--- config.mk ---
export PLATFORM = sky130hd
export DESIGN_NAME = axis_uncompress_b1_flat
export DESIGN_NICKNAME = d
export VERILOG_FILES = /design/src/rtl/axis_uncompress_b1_if.sv /design/src/rtl/axis_uncompress_b1.sv /design/src/flat_wrapper.sv
export SDC_FILE = /design/constraint.sdc
export NUM_CORES = 1
export LEC_CHECK = 0
export CAP_MARGIN = 20
export CORE_UTILIZATION = 50
export DETAILED_ROUTE_END_ITERATION = 16
export PLACE_DENSITY = 0.82
export SLEW_MARGIN = 15
export SYNTH_ARGS = -nofsm -noshare
export SYNTH_HDL_FRONTEND = slang
export SYNTH_SLANG_ARGS = --single-unit
--- constraint.sdc ---
create_clock -name clock -period 3.2 [get_ports clock]
set_input_delay 0.32 -clock clock [delete_from_list [all_inputs] [get_ports clock]]
set_output_delay 0.32 -clock clock [all_outputs]
set_load 0.005 [all_outputs]
--- src/rtl/axis_uncompress_b1_if.sv ---
// Stream bundle for the address expander: compressed command stream in,
// expanded address stream out. The slave modport is the expander's view.
interface axis_uncompress_b1_if #(
    parameter int ASIZE = 8,
    parameter int LSIZE = 8,
    parameter int SSIZE = 8
);
    localparam int CW = 1 + SSIZE + ASIZE + LSIZE;

    logic [CW-1:0]    s_tdata;
    logic             s_tvalid;
    logic             s_tready;
    logic             s_tlast;
    logic [ASIZE-1:0] m_tdata;
    logic             m_tvalid;
    logic             m_tready;
    logic             m_tlast;
    logic [1:0]       m_tuser;

    modport slave (
        input  s_tdata, s_tvalid, s_tlast, m_tready,
        output s_tready, m_tdata, m_tvalid, m_tlast, m_tuser
    );

    modport master (
        output s_tdata, s_tvalid, s_tlast, m_tready,
        input  s_tready, m_tdata, m_tvalid, m_tlast, m_tuser
    );
endinterface

--- src/rtl/axis_uncompress_b1.sv ---
// Address expander: each command {wrap, step, addr, len} becomes len+1 address
// beats addr, addr+step, ... with optional wrap inside a 2^WBITS window.
//
// state | meaning
// IDLE  | no beat held, m_tvalid low, ready for a command
// BURST | a beat is on m_tdata; rem_q beats follow it
module axis_uncompress_b1 #(
    parameter int ASIZE = 8,
    parameter int LSIZE = 8,
    parameter int SSIZE = 8,
    parameter int WBITS = 4
) (
    input  logic                  clock,
    input  logic                  rst_n,
    input  logic                  clken,
    axis_uncompress_b1_if.slave   bus
);
    typedef enum logic {
        IDLE  = 1'b0,
        BURST = 1'b1
    } state_t;

    localparam logic [ASIZE-1:0] WMASK = {ASIZE{1'b1}} >> (ASIZE - WBITS);

    state_t           state_q;
    logic [ASIZE-1:0] addr_q;
    logic [LSIZE-1:0] rem_q;
    logic [SSIZE-1:0] step_q;
    logic             wrap_q;
    logic             rec_last_q;
    logic             first_q;

    logic             cmd_wrap;
    logic [SSIZE-1:0] cmd_step;
    logic [ASIZE-1:0] cmd_addr;
    logic [LSIZE-1:0] cmd_len;
    logic             rem_zero;
    logic             s_tready_w;
    logic             accept;
    logic             beat_done;
    logic [ASIZE-1:0] sum_d;
    logic [ASIZE-1:0] next_addr_d;

    assign cmd_len  = bus.s_tdata[LSIZE-1:0];
    assign cmd_addr = bus.s_tdata[LSIZE+ASIZE-1:LSIZE];
    assign cmd_step = bus.s_tdata[LSIZE+ASIZE+SSIZE-1:LSIZE+ASIZE];
    assign cmd_wrap = bus.s_tdata[LSIZE+ASIZE+SSIZE];

    assign rem_zero = (rem_q == '0);

    // Ready looks straight through m_tready so the next command loads in the
    // cycle the current last beat leaves: no bubble between commands.
    assign s_tready_w = clken && ((state_q == IDLE) || (bus.m_tready && rem_zero));
    assign accept     = bus.s_tvalid && s_tready_w;
    assign beat_done  = (state_q == BURST) && bus.m_tready && clken;

    // Next address: full-width add, or only the window bits advance when wrapping.
    always_comb begin
        sum_d       = addr_q + ASIZE'(step_q);
        next_addr_d = sum_d;
        if (wrap_q) begin
            next_addr_d = (addr_q & ~WMASK) | (sum_d & WMASK);
        end
    end

    // Burst sequencer: load on accept, advance per handshake, idle after the last beat.
    always_ff @(posedge clock or negedge rst_n) begin
        if (!rst_n) begin
            state_q    <= IDLE;
            addr_q     <= '0;
            rem_q      <= '0;
            step_q     <= '0;
            wrap_q     <= 1'b0;
            rec_last_q <= 1'b0;
            first_q    <= 1'b0;
        end else if (clken) begin
            if (accept) begin
                state_q    <= BURST;
                addr_q     <= cmd_addr;
                rem_q      <= cmd_len;
                step_q     <= cmd_step;
                wrap_q     <= cmd_wrap;
                rec_last_q <= bus.s_tlast;
                first_q    <= 1'b1;
            end else if (beat_done) begin
                first_q <= 1'b0;
                if (!rem_zero) begin
                    rem_q  <= rem_q - 1'b1;
                    addr_q <= next_addr_d;
                end else begin
                    state_q <= IDLE;
                end
            end
        end
    end

    // Flags are gated by valid so an idle output presents all zeros.
    assign bus.s_tready = s_tready_w;
    assign bus.m_tvalid = (state_q == BURST);
    assign bus.m_tdata  = addr_q;
    assign bus.m_tuser  = {(state_q == BURST) && rem_zero, first_q};
    assign bus.m_tlast  = (state_q == BURST) && rem_zero && rec_last_q;
endmodule

--- src/flat_wrapper.sv ---
// flat-port wrapper written by rule: the top's interface ports become plain ports
module axis_uncompress_b1_flat 
#(
    parameter int ASIZE = 8,
    parameter int LSIZE = 8,
    parameter int SSIZE = 8,
    parameter int WBITS = 4
)
  (clock, rst_n, clken, bus_s_tdata, bus_s_tvalid, bus_s_tlast, bus_m_tready, bus_s_tready, bus_m_tdata, bus_m_tvalid, bus_m_tlast, bus_m_tuser);
  axis_uncompress_b1_if #(.ASIZE(ASIZE), .LSIZE(LSIZE), .SSIZE(SSIZE)) bus_i ();
  input  logic clock;
  input  logic rst_n;
  input  logic clken;
  input wire logic [$bits(bus_i.s_tdata)-1:0] bus_s_tdata;
  input wire logic [$bits(bus_i.s_tvalid)-1:0] bus_s_tvalid;
  input wire logic [$bits(bus_i.s_tlast)-1:0] bus_s_tlast;
  input wire logic [$bits(bus_i.m_tready)-1:0] bus_m_tready;
  output wire logic [$bits(bus_i.s_tready)-1:0] bus_s_tready;
  output wire logic [$bits(bus_i.m_tdata)-1:0] bus_m_tdata;
  output wire logic [$bits(bus_i.m_tvalid)-1:0] bus_m_tvalid;
  output wire logic [$bits(bus_i.m_tlast)-1:0] bus_m_tlast;
  output wire logic [$bits(bus_i.m_tuser)-1:0] bus_m_tuser;
  assign bus_i.s_tdata = bus_s_tdata;
  assign bus_i.s_tvalid = bus_s_tvalid;
  assign bus_i.s_tlast = bus_s_tlast;
  assign bus_i.m_tready = bus_m_tready;
  assign bus_s_tready = bus_i.s_tready;
  assign bus_m_tdata = bus_i.m_tdata;
  assign bus_m_tvalid = bus_i.m_tvalid;
  assign bus_m_tlast = bus_i.m_tlast;
  assign bus_m_tuser = bus_i.m_tuser;
  axis_uncompress_b1 #(.ASIZE(ASIZE), .LSIZE(LSIZE), .SSIZE(SSIZE), .WBITS(WBITS)) u_core (.clock(clock), .rst_n(rst_n), .clken(clken), .bus(bus_i));
endmodule
==> results of run 1 <==
worst paths after layout:
kind / from / end / slack (ns) / cells past startpoint
setup reg to reg: u_core.rem_q[0] / u_core.bus.m_tdata[7] / 0.79 / 8
hold reg to reg: u_core.step_q[3] / u_core.step_q[3] / 0.50 / 2
min in group clock: u_core.step_q[3] / u_core.step_q[3] / 0.50 / 2
hold / removal: rst_n / u_core.bus.m_tvalid / 0.35 / 2
max in group asynchronous: rst_n / u_core.step_q[4] / 2.59 / 2
setup / recovery: u_core.rem_q[0] / bus_m_tlast / 0.44 / 6
cell families (layout without fill, tap and decap cells):
logic type / after synthesis / in the layout / share of synthesized area, %
muxes: 2 / 2 / 1.184
buffers and inverters: 15 / 56 / 4.811
DFF: 28 / 28 / 41.45
adders and majority gates: 10 / 10 / 7.846
xor gates and xnor gates: 6 / 6 / 3.109
and+or+nand+nor: 86 / 86 / 23.91
AOI/OAI and AO/OA: 48 / 48 / 17.69
Yosys cell counts (2+ instances only):
library cell	n	area (um^2)
nand2_1	42	157.7
dfrtp_1	28	700.7
nor2_1	24	90.09
o21ai_0	13	65.06
a21oi_1	12	60.06
ha_1	9	112.6
inv_1	8	30.03
buf_4	4	30.03
o22ai_1	4	25.02
a211oi_1	3	22.52
a31oi_1	3	18.77
nand3_2	3	30.03
nor3_1	3	15.01
xnor2_1	3	26.28
xor2_1	3	26.28
and2_1	2	12.51
and3_1	2	12.51
buf_2	2	10.01
mux2i_1	2	20.02
o21ai_1	2	10.01
o21bai_1	2	15.01
worst max-delay path: cells and delay by family (launching register included):
family | cells | cell delay [ns]
AND/OR/NAND/NOR | 3 | 0.95
buffers and inverters | 2 | 0.60
flip-flops | 1 | 0.44
adder cells (fa/ha/maj) | 1 | 0.14
flip-flops by register name, indices dropped and copies added (netlist names):
signal / flops
u_core.bus.m_tdata: 8
u_core.bus.m_tvalid: 1
u_core.first_q: 1
u_core.rec_last_q: 1
u_core.rem_q: 8
u_core.step_q: 8
u_core.wrap_q: 1
per-layer routing:
metal | GRT usage, % | routed length [um] | vias to the layer above
li1 | - | - | 754
met1 | 33.97 | 1812 | 663
met2 | 32.50 | 1454 | 38
met3 | 4.329 | 180 | 4
met4 | 6.312 | 44 | 0
met5 | 0 | 0 | -
power by group:
group          internal (mW)  switching (mW)  leakage, nW
combinational          0.366           0.312        0.596
clock                 0.0696          0.0990       0.0210
sequential             0.474           0.118        0.331
total                  0.910           0.530        0.948
cells in the final DEF (no fill, tap or decap), drive strengths merged:
master          n
a211o           1
a211oi          3
a21o            1
a21oi          13
a221oi          1
a2bb2oi         1
a31oi           3
and2            2
and3            2
and3b           1
buf             1
clkbuf          4
clkdlybuf4s50  43
dfrtp          28
fa              1
ha              9
inv             8
mux2i           2
nand2          43
nand2b          1
nand3           4
nand3b          1
nor2           25
nor2b           1
nor3            3
nor3b           1
nor4            2
o211a           1
o211ai          1
o21a            1
o21ai          15
o21bai          2
o22ai           4
o31ai           1
xnor2           3
xor2            3
area by class of cell:
type,count,area share [%]
flip-flops and latches,28,32.31
multi-input cells,152,41.89
repair buffers,44,20.20
well taps,44,2.539
clock buffers,4,1.673
inverters,8,1.385
metrics by stage:
| step | worst slack (ns) | hold WS [ns] | total power [mW] | std cells |
|---|---|---|---|---|
| after floorplan | 1.400 | 0.02441 | 1.035 | 195 |
| after global placement | 0.9057 | 0.4548 | 1.259 | 276 |
| after detailed placement | 0.8326 | 0.4654 | 1.274 | 276 |
| after CTS | 0.4562 | 0.3518 | 1.448 | 280 |
| after global routing | 0.3158 | 0.3630 | 1.581 | 280 |
| final | 0.4356 | 0.3482 | 1.439 | 280 |
==> metrics.md, run 1 <==
| Metric | Value |
|---|---|
| Post-CTS Resized | `0` |
| DRC | `0` |
| Status | `completed` |
| Vias | `1459` |
| Num rows | `20` |
| Part of the cycle the worst path needs | `86.39%` |
| Worst EP required | `2.88 ns` |
| Root Buffer | `clkbuf_4` |
| Clock sinks | `28` |
| First-pass GRT wire length | `6044 um` |
| RSZ-0062 raised after global routing | `no` |
| IO Count | `44` |
| Nets@finish | `278` |
| CTS tree | `done` |
| LEAKAGE | `0.9483 nW` |
| Setup Fix Bufs, Post-CTS | `0` |
| Startpoint Class | `flip-flop` |
| Vias in the first global route | `1309` |
| Slew HR | `58.14%` |
| CTS Hold Buffers Added | `0` |
| Finished Cell Area | `2168 um^2` |
| Router iterations before antenna repair | `4` |
| Hold Crit Class | `input pin to async pin` |
| DRT iter0 DRCs | `70` |
| Seq cells post-synth | `28` |
| Initial antenna violation count | `0` |
| Mapped Cells | `195` |
| Area of the multi-input gates | `908.4 um^2` |
| Share of layout cells above drive strength 1 | `5.085%` |
| Crit Path Class | `flip-flop to output port` |
| Power per cell area | `663.8 nW/um^2` |
| Clk_lat worst skew | `0.32 ns` |
| Worst vdd ir | `0.5156 mV` |
| Final Critical Period | `2.764 ns` |
| CP Capture Type | `output port` |
| Clk pin slew, worst setup/hold paths | `0.14 ns` |
| YS warnings | `0` |
| Grt total ovfl | `0` |
| Slew Limit Fails | `0` |
| Final Setup Violations | `0` |
| Die area | `3617 um^2` |
| CTS HTree Levels | `1` |
| Starting density of the core | `54.04%` |
| Antenna Nets Post-Route | `0` |
| Fill count | `268` |
| CP Data Arrival Time | `2.44 ns` |
| Sequential fraction of the synthesis area | `41.45%` |
| Synthesis-to-finish area growth | `28.28%` |
| CP max stage cell | `clkdlybuf4s50_1` |
| Crit-path max FO | `4` |
| Hpwl dp | `2543 um` |
| Least-Margin Pin Slew | `0.6266 ns` |
| Final hold viol count | `0` |
| Pin count of the biggest net entering global routing | `29` |
| Number of synthesized flops with an enable pin | `0` |
| Post-Syn Area per Cell | `8.669 um^2` |
| Asr flop ratio synth | `100.0%` |
| Via density | `5.211` |
| Maxcap violations | `0` |
| Die W | `60.15 um` |
| Crit-path cells | `inv_1, ha_1, nor3b_1, and2_1, and3_1, clkdlybuf4s50_1` |
| Synthesized Nets | `236` |
| Area after DPL | `2132 um^2` |
| Util after Layout | `69.32%` |
| Slowest stage delay, CP | `0.50 ns` |
| Die H | `60.15 um` |
| Maximum clock frequency | `361.7 MHz` |
| Core ar. | `3128 um^2` |
| Seq. cell area | `700.7 um^2` |
| Dominant synthesized flop cell | `dfrtp_1` |
| Overall fraction of global-route tracks in use | `22.53%` |
| Routed WL | `3492 um` |
| Placer Congestion | `0.8047` |
| Buffers on Ports | `43` |
| N_diodes | `0` |
| Cell Area, Synth | `1690 um^2` |
| Final setup skew | `0.001740 ns` |
| Cts bufs inserted | `3` |
| Setup TNS | `0 ns` |
| Routed length per instance | `12.47 um` |
| Netlist cell types | `42` |
| Clock Path Buffers | `2` |
Note: power is estimated with default switching activity, not from simulation.
==> run 2: changes to the inputs <==
--- a/config.mk
+++ b/config.mk
@@ -6,9 +6,11 @@
 export NUM_CORES = 1
 export LEC_CHECK = 0
 export CAP_MARGIN = 20
+export CORE_ASPECT_RATIO = 1.4
 export CORE_UTILIZATION = 50
 export DETAILED_ROUTE_END_ITERATION = 16
 export PLACE_DENSITY = 0.82
+export REMOVE_ABC_BUFFERS = 1
 export SLEW_MARGIN = 15
 export SYNTH_ARGS = -nofsm -noshare
 export SYNTH_HDL_FRONTEND = slang
==> run 2 against run 1 <==
Against the previous run:
- total power grew 4.4%
- register-to-register slack is essentially flat
- final area grew 0.58%
- via count grew 1.9%
- count of clock-buffer cells in the layout is the same
- die area is essentially flat
- fmax grew 3.8%
==> metrics.md, run 2 (synthesis results as in run 1) <==
| Metric | Value |
|---|---|
| Top Usage Layer GRT | `met2 (was met1)` |
| CP max stage cell | `clkdlybuf4s50_1 (unchanged)` |
| Core ar. | `3183 um^2 (was 3128 um^2)` |
| Least-Margin Pin Slew | `0.6603 ns (was 0.6266 ns)` |
| GR met3 Demand/Resource | `2.366% (was 4.329%)` |
| Nets@finish | `278 (unchanged)` |
| P_int | `0.9515 mW (was 0.9099 mW)` |
| Via density | `5.404 (was 5.211)` |
| Reg-to-Reg End | `u_core.bus.m_tdata[7] (unchanged)` |
| Hold Crit Class | `input pin to async pin (unchanged)` |
| Worst reg2reg path depth | `8 (unchanged)` |
| Worst vdd ir | `0.4378 mV (was 0.5156 mV)` |
| Routed length per instance | `13.39 um (was 12.47 um)` |
| Pin count of the biggest net entering global routing | `29 (unchanged)` |
| Maximum clock frequency | `375.4 MHz (was 361.7 MHz)` |
| CTS tree | `done (unchanged)` |
| Setup slack, reg-to-reg | `0.78 ns (was 0.79 ns)` |
| IO Count | `44 (unchanged)` |
| Die area | `3620 um^2 (was 3617 um^2)` |
| Die H | `70.80 um (was 60.15 um)` |
| RSZ-0062 raised after global routing | `no (unchanged)` |
| Routed WL | `3681 um (was 3492 um)` |
| Synthesis-to-finish area growth | `29.02% (was 28.28%)` |
| Antenna Nets Post-Route | `0 (unchanged)` |
| Final Worst Setup Slack | `0.5359 ns (was 0.4356 ns)` |
| Clk_lat worst skew | `0.27 ns (was 0.32 ns)` |
| Setup Fix Bufs, Post-CTS | `0 (unchanged)` |
| Post-CTS Resized | `0 (unchanged)` |
| Maxcap violations | `0 (unchanged)` |
| M1 GR Usage | `27.98% (was 33.97%)` |
| Crit-path leading delay family | `simple AND/OR/NAND/NOR gates (unchanged)` |
| Starting density of the core | `53.11% (was 54.04%)` |
| Most frequent cells in the layout | `43 x clkdlybuf4s50_1, 42 x nand2_1, 28 x dfrtp_1 (unchanged)` |
| Crit-path cells | `inv_1, ha_1, nor3b_1, and2_1, and3_1, clkdlybuf4s50_1 (unchanged)` |
| DRT iter0 DRCs | `15 (was 70)` |
| Final Setup Violations | `0 (unchanged)` |
| Root Buffer | `clkbuf_8 (was clkbuf_4)` |
| Setup TNS | `0 ns (unchanged)` |
| Router iterations before antenna repair | `4 (unchanged)` |
| Crit-path max FO | `4 (unchanged)` |
| GR Util met2 | `39.62% (was 32.50%)` |
| Clk pin slew, worst setup/hold paths | `0.10 ns (was 0.14 ns)` |
| Clock Path Buffers | `2 (unchanged)` |
| Clock sinks | `28 (unchanged)` |
| Cts bufs inserted | `3 (unchanged)` |
| Clock share of power | `14.5% (was 11.7%)` |
| LEAKAGE | `0.9561 nW (was 0.9483 nW)` |
| Crit Reg-Reg Startpoint | `u_core.rem_q[0] (unchanged)` |
| Leading cell type in the layout, fill and taps excluded | `clkdlybuf4s50_1 (unchanged)` |
| Slowest stage delay, CP | `0.50 ns (about the same)` |
| Initial antenna violation count | `0 (unchanged)` |
| Placer Congestion | `0.8006 (was 0.8047)` |
| Worst EP required | `2.88 ns (about the same)` |
| DRC | `0 (unchanged)` |
| Part of the cycle the worst path needs | `83.25% (was 86.39%)` |
| Vias in the first global route | `1431 (was 1309)` |
| Slew HR | `55.88% (was 58.14%)` |
| CTS HTree Levels | `1 (unchanged)` |
| CP Data Arrival Time | `2.34 ns (was 2.44 ns)` |
| Die W | `51.14 um (was 60.15 um)` |
| Vias | `1486 (was 1459)` |
| Hpwl dp | `2757 um (was 2543 um)` |
| Startpoint Class | `flip-flop (unchanged)` |
| Share of layout cells above drive strength 1 | `5.085% (unchanged)` |
| Final setup skew | `0.009385 ns (was 0.001740 ns)` |
| Power share of the combinational group | `45.8% (was 47.1%)` |
| N_diodes | `0 (unchanged)` |
| Seq pwr share | `39.7% (was 41.1%)` |
| Buffers on Ports | `43 (unchanged)` |
| WP buf/inv | `2 (unchanged)` |
| Final hold viol count | `0 (unchanged)` |
| Status | `completed (unchanged)` |
| Slew Limit Fails | `0 (unchanged)` |
| Util after Layout | `68.51% (was 69.32%)` |
| Num rows | `24 (was 20)` |
| Final Critical Period | `2.664 ns (was 2.764 ns)` |
| First-pass GRT wire length | `6196 um (was 6044 um)` |
| NetSw | `0.5509 mW (was 0.5295 mW)` |
| Setup Slack @ Placement | `0.8109 ns (was 0.8326 ns)` |
| Overall fraction of global-route tracks in use | `22.64% (was 22.53%)` |
| Grt total ovfl | `0 (unchanged)` |
| Crit Path Class | `flip-flop to output port (unchanged)` |
| Switching share of total power | `36.67% (was 36.79%)` |
| CTS Hold Buffers Added | `0 (unchanged)` |
| Power per cell area | `688.9 nW/um^2 (was 663.8 nW/um^2)` |
| CP Capture Type | `output port (unchanged)` |
## run 2: worst max-delay path by stage
| stage | start | endpoint | slack (ns) | cells past startpoint |
|---|---|---|---|---|
| floorplan | u_core.rem_q[0] | u_core.bus.m_tdata[7] | 1.19 | 8 |
| global placement | u_core.rem_q[0] | u_core.bus.m_tdata[7] | 0.90 | 8 |
| detailed placement | u_core.rem_q[0] | u_core.bus.m_tdata[7] | 0.81 | 8 |
| CTS | u_core.rem_q[0] | bus_m_tlast | 0.51 | 6 |
| global route | u_core.rem_q[0] | bus_m_tlast | 0.37 | 6 |
| finish | u_core.rem_q[0] | bus_m_tlast | 0.54 | 6 |
## run 2: cell type report
cell class | instances | area (um^2)
Timing Repair Buffer | 44 | 437.9
Sequential cell | 28 | 700.7
Clock buffer | 4 | 55.05
Fill cell | 285 | 1002
Multi-Input combinational cell | 152 | 908.4
Inverter | 8 | 30.03
Tap cell | 39 | 48.80
## run 2: metal layers
layer | part of all wire (%) | vias to the layer above
li1 | - | 749
met1 | 44 | 694
met2 | 52 | 37
met3 | 2.8 | 6
met4 | 1.6 | 0
met5 | 0 | -
## run 2: per-stage QoR
step | area, um^2 | power, mW | instances | hold WS [ns]
2_1_floorplan | 1639 | 1.034 | 188 | 0.02441
3_3_place_gp | 2126 | 1.262 | 271 | 0.4622
3_5_place_dp | 2126 | 1.291 | 271 | 0.4609
4_1_cts | 2181 | 1.508 | 275 | 0.4338
5_1_grt | 2181 | 1.626 | 275 | 0.4485
6_report | 2181 | 1.502 | 275 | 0.4174
## run 2: power groups by stage
stage | clock (mW) | sequential, mW | combinational, mW
2_1_floorplan | 0 | 0.580 | 0.454
3_3_place_gp | 0 | 0.597 | 0.665
3_5_place_dp | 0 | 0.603 | 0.688
4_1_cts | 0.221 | 0.596 | 0.691
5_1_grt | 0.234 | 0.617 | 0.775
6_report | 0.217 | 0.596 | 0.689
==> run 3: changes to the inputs <==
--- a/config.mk
+++ b/config.mk
@@ -7,9 +7,9 @@
 export LEC_CHECK = 0
 export CAP_MARGIN = 20
 export CORE_ASPECT_RATIO = 1.4
-export CORE_UTILIZATION = 50
+export CORE_UTILIZATION = 44
 export DETAILED_ROUTE_END_ITERATION = 16
-export PLACE_DENSITY = 0.82
+export PLACE_DENSITY = 0.76
 export REMOVE_ABC_BUFFERS = 1
 export SLEW_MARGIN = 15
 export SYNTH_ARGS = -nofsm -noshare
==> constraint.sdc (replaced) <==
create_clock -name clock -period 2.2 [get_ports clock]
set_input_delay 0.22 -clock clock [delete_from_list [all_inputs] [get_ports clock]]
set_output_delay 0.22 -clock clock [all_outputs]
set_load 0.005 [all_outputs]
==> run 3 against run 2 <==
Against the previous run:
- register-to-register slack worse by 0.66 ns
- sequential cell count stayed put
- clock skew shrank 0.0056 ns
- worst hold slack lost 0.11 ns
- critical endpoint is now bus_m_tuser[1]
- highest routed layer unchanged
==> metrics.md, run 3 (synthesis results as in run 1) <==
| Metric | Value |
|---|---|
| Most frequent cells in the layout | `42 x nand2_1, 41 x clkdlybuf4s50_1, 27 x dfrtp_1 (was 43 x clkdlybuf4s50_1, 42 x nand2_1, 28 x dfrtp_1)` |
| Routed WL | `3961 um (was 3681 um)` |
| Antenna Nets Post-Route | `0 (unchanged)` |
| Met3 WL | `146 um (was 104 um)` |
| Hpwl dp | `2900 um (was 2757 um)` |
| Hold WS | `0.3052 ns (was 0.4174 ns)` |
| Grt total ovfl | `0 (unchanged)` |
| Area after DPL | `2195 um^2 (was 2126 um^2)` |
| Total Power | `2.269 mW (was 1.502 mW)` |
| Placer Congestion | `0.8085 (was 0.8006)` |
| Startpoint Class | `flip-flop (unchanged)` |
| Final setup skew | `0.003793 ns (was 0.009385 ns)` |
| Cts bufs inserted | `3 (unchanged)` |
| Top layer in use | `met4 (unchanged)` |
| Share of layout cells above drive strength 1 | `12.00% (was 5.085%)` |
| Setup Slack @ Placement | `0.1528 ns (was 0.8109 ns)` |
| Finished Cell Area | `2336 um^2 (was 2181 um^2)` |
| Initial antenna violation count | `0 (unchanged)` |
| Clock Path Buffers | `2 (unchanged)` |
| Part of the cycle the worst path needs | `97.68%` |
| Core ar. | `3676 um^2 (was 3183 um^2)` |
| Via density | `5.308 (was 5.404)` |
| Clk_lat worst skew | `0.28 ns (was 0.27 ns)` |
| Die W | `54.39 um (was 51.14 um)` |
| Starting density of the core | `45.98% (was 53.11%)` |
| DRC | `0 (unchanged)` |
| Final Critical Period | `2.149 ns` |
| CP max stage cell | `clkdlybuf4s50_1 (unchanged)` |
| Maxcap violations | `0 (unchanged)` |
| Least-Margin Pin Slew | `0.3949 ns (was 0.6603 ns)` |
| Routed length per instance | `13.57 um (was 13.39 um)` |
| Crit Path Class | `flip-flop to output port (unchanged)` |
| Buffers on Ports | `43 (unchanged)` |
| Die H | `75.34 um (was 70.80 um)` |
| Clk pin slew, worst setup/hold paths | `0.10 ns (about the same)` |
| Worst EP required | `1.98 ns (was 2.88 ns)` |
| Die area | `4097 um^2 (was 3620 um^2)` |
| Maximum clock frequency | `465.3 MHz` |
| Slew HR | `73.62% (was 55.88%)` |
| Pin count of the biggest net entering global routing | `29 (unchanged)` |
| Crit-path cells | `inv_1, ha_1, nor3b_2, buf_4, nand2_1, nor2_1, clkdlybuf4s50_1 (was inv_1, ha_1, nor3b_1, and2_1, and3_1, clkdlybuf4s50_1)` |
| Overall fraction of global-route tracks in use | `21.41% (was 22.64%)` |
| CTS tree | `done (unchanged)` |
| Crit-path max FO | `3 (was 4)` |
| CTS Hold Buffers Added | `0 (unchanged)` |
| WP buf/inv | `3 (was 2)` |
| Fill count | `336 (was 285)` |
| Synthesis-to-finish area growth | `38.19% (was 29.02%)` |
| DRT iter0 DRCs | `24 (was 15)` |
| Final hold viol count | `0 (unchanged)` |
| CP Capture Type | `output port (unchanged)` |
| Final Worst Setup Slack | `0.05099 ns (was 0.5359 ns)` |
| Num rows | `26 (was 24)` |
| Routed wl met2 | `2099 um (was 1904 um)` |
| First-pass GRT wire length | `6361 um (was 6196 um)` |
| Vias in the first global route | `1476 (was 1431)` |
| Slowest stage delay, CP | `0.50 ns (about the same)` |
| Status | `completed (unchanged)` |
| Crit-path leading delay family | `buffers and inverters (was simple AND/OR/NAND/NOR gates)` |
| CP Data Arrival Time | `1.93 ns (was 2.34 ns)` |
| N_diodes | `0 (unchanged)` |
| CTS HTree Levels | `1 (unchanged)` |
| IO Count | `44 (unchanged)` |
| Hold Crit Class | `input pin to async pin (unchanged)` |
| Worst vdd ir | `0.5901 mV (was 0.4378 mV)` |
| Router iterations before antenna repair | `4 (unchanged)` |
| Leading cell type in the layout, fill and taps excluded | `nand2_1 (was clkdlybuf4s50_1)` |
| Slew Limit Fails | `0 (unchanged)` |
| Clock sinks | `28 (unchanged)` |
| M1 WL | `1585 um (was 1613 um)` |
| Final Setup Violations | `0 (unchanged)` |
| Vias | `1550 (was 1486)` |
| Nets@finish | `292 (was 278)` |
| LEAKAGE | `1.063 nW (was 0.9561 nW)` |
| Power per cell area | `971.1 nW/um^2 (was 688.9 nW/um^2)` |
| Root Buffer | `clkbuf_8 (unchanged)` |
-- run 3: report_power, final --
part,switching (mW),internal [mW]
Combinational,0.487,0.591
Clock,0.168,0.161
Sequential,0.169,0.692
Total,0.825,1.44
-- run 3: timing repair --
action | 4_1_cts | 5_1_grt
setup endpoints to repair | 3 | 2
buffers inserted | 4 | 3
gates resized for setup | 6 | 1
pin swaps | 1 | 2
-- run 3: final timing paths --
| check | from | to | depth (start not counted) | slack, ns |
|---|---|---|---|---|
| min in group clock | bus_s_tdata[19] | u_core.step_q[3] | 3 | 0.46 |
| min | rst_n | u_core.step_q[4] | 2 | 0.31 |
| max reg2reg | u_core.rem_q[0] | u_core.bus.m_tdata[7] | 10 | 0.12 |
| min reg2reg | u_core.step_q[3] | u_core.step_q[3] | 2 | 0.49 |
| max in group asynchronous | rst_n | u_core.rem_q[3] | 2 | 1.61 |
| max | u_core.rem_q[0] | bus_m_tuser[1] | 7 | 0.05 |
-- run 3: through the flow --
step	TNS, ns	instances	utilization [%]
global route	-0.04437	292	63.55
CTS	0	289	62.53
global placement	0	281	59.70
floorplan	0	188	-
finish	0	292	63.55
detailed placement	0	281	59.70
-- run 3: cell type report --
cell class,count,area [um^2],share of cell area (%)
sequential,28,701.9,30.05
inverter,8,30.03,1.285
tap,42,52.55,2.250
clock buffer,4,55.05,2.357
multi-input combinational,152,927.1,39.69
timing repair buffer,58,569.3,24.37
-- run 3: worst reg2reg max path: stages (launching register included) --
cell,delay (ns)
dfrtp_1,0.36
inv_1,0.07
ha_1,0.20
nor3b_2,0.15
buf_4,0.15
buf_12,0.12
and2_4,0.16
nor2_4,0.19
nand2_1,0.13
o211a_1,0.23
a211o_1,0.22
-- run 3: per-layer routing --
metal	up-vias	global-route usage, %
li1	781	-
met3	10	2.994
met4	0	9.972
met2	35	36.86
met5	-	0
met1	724	25.73
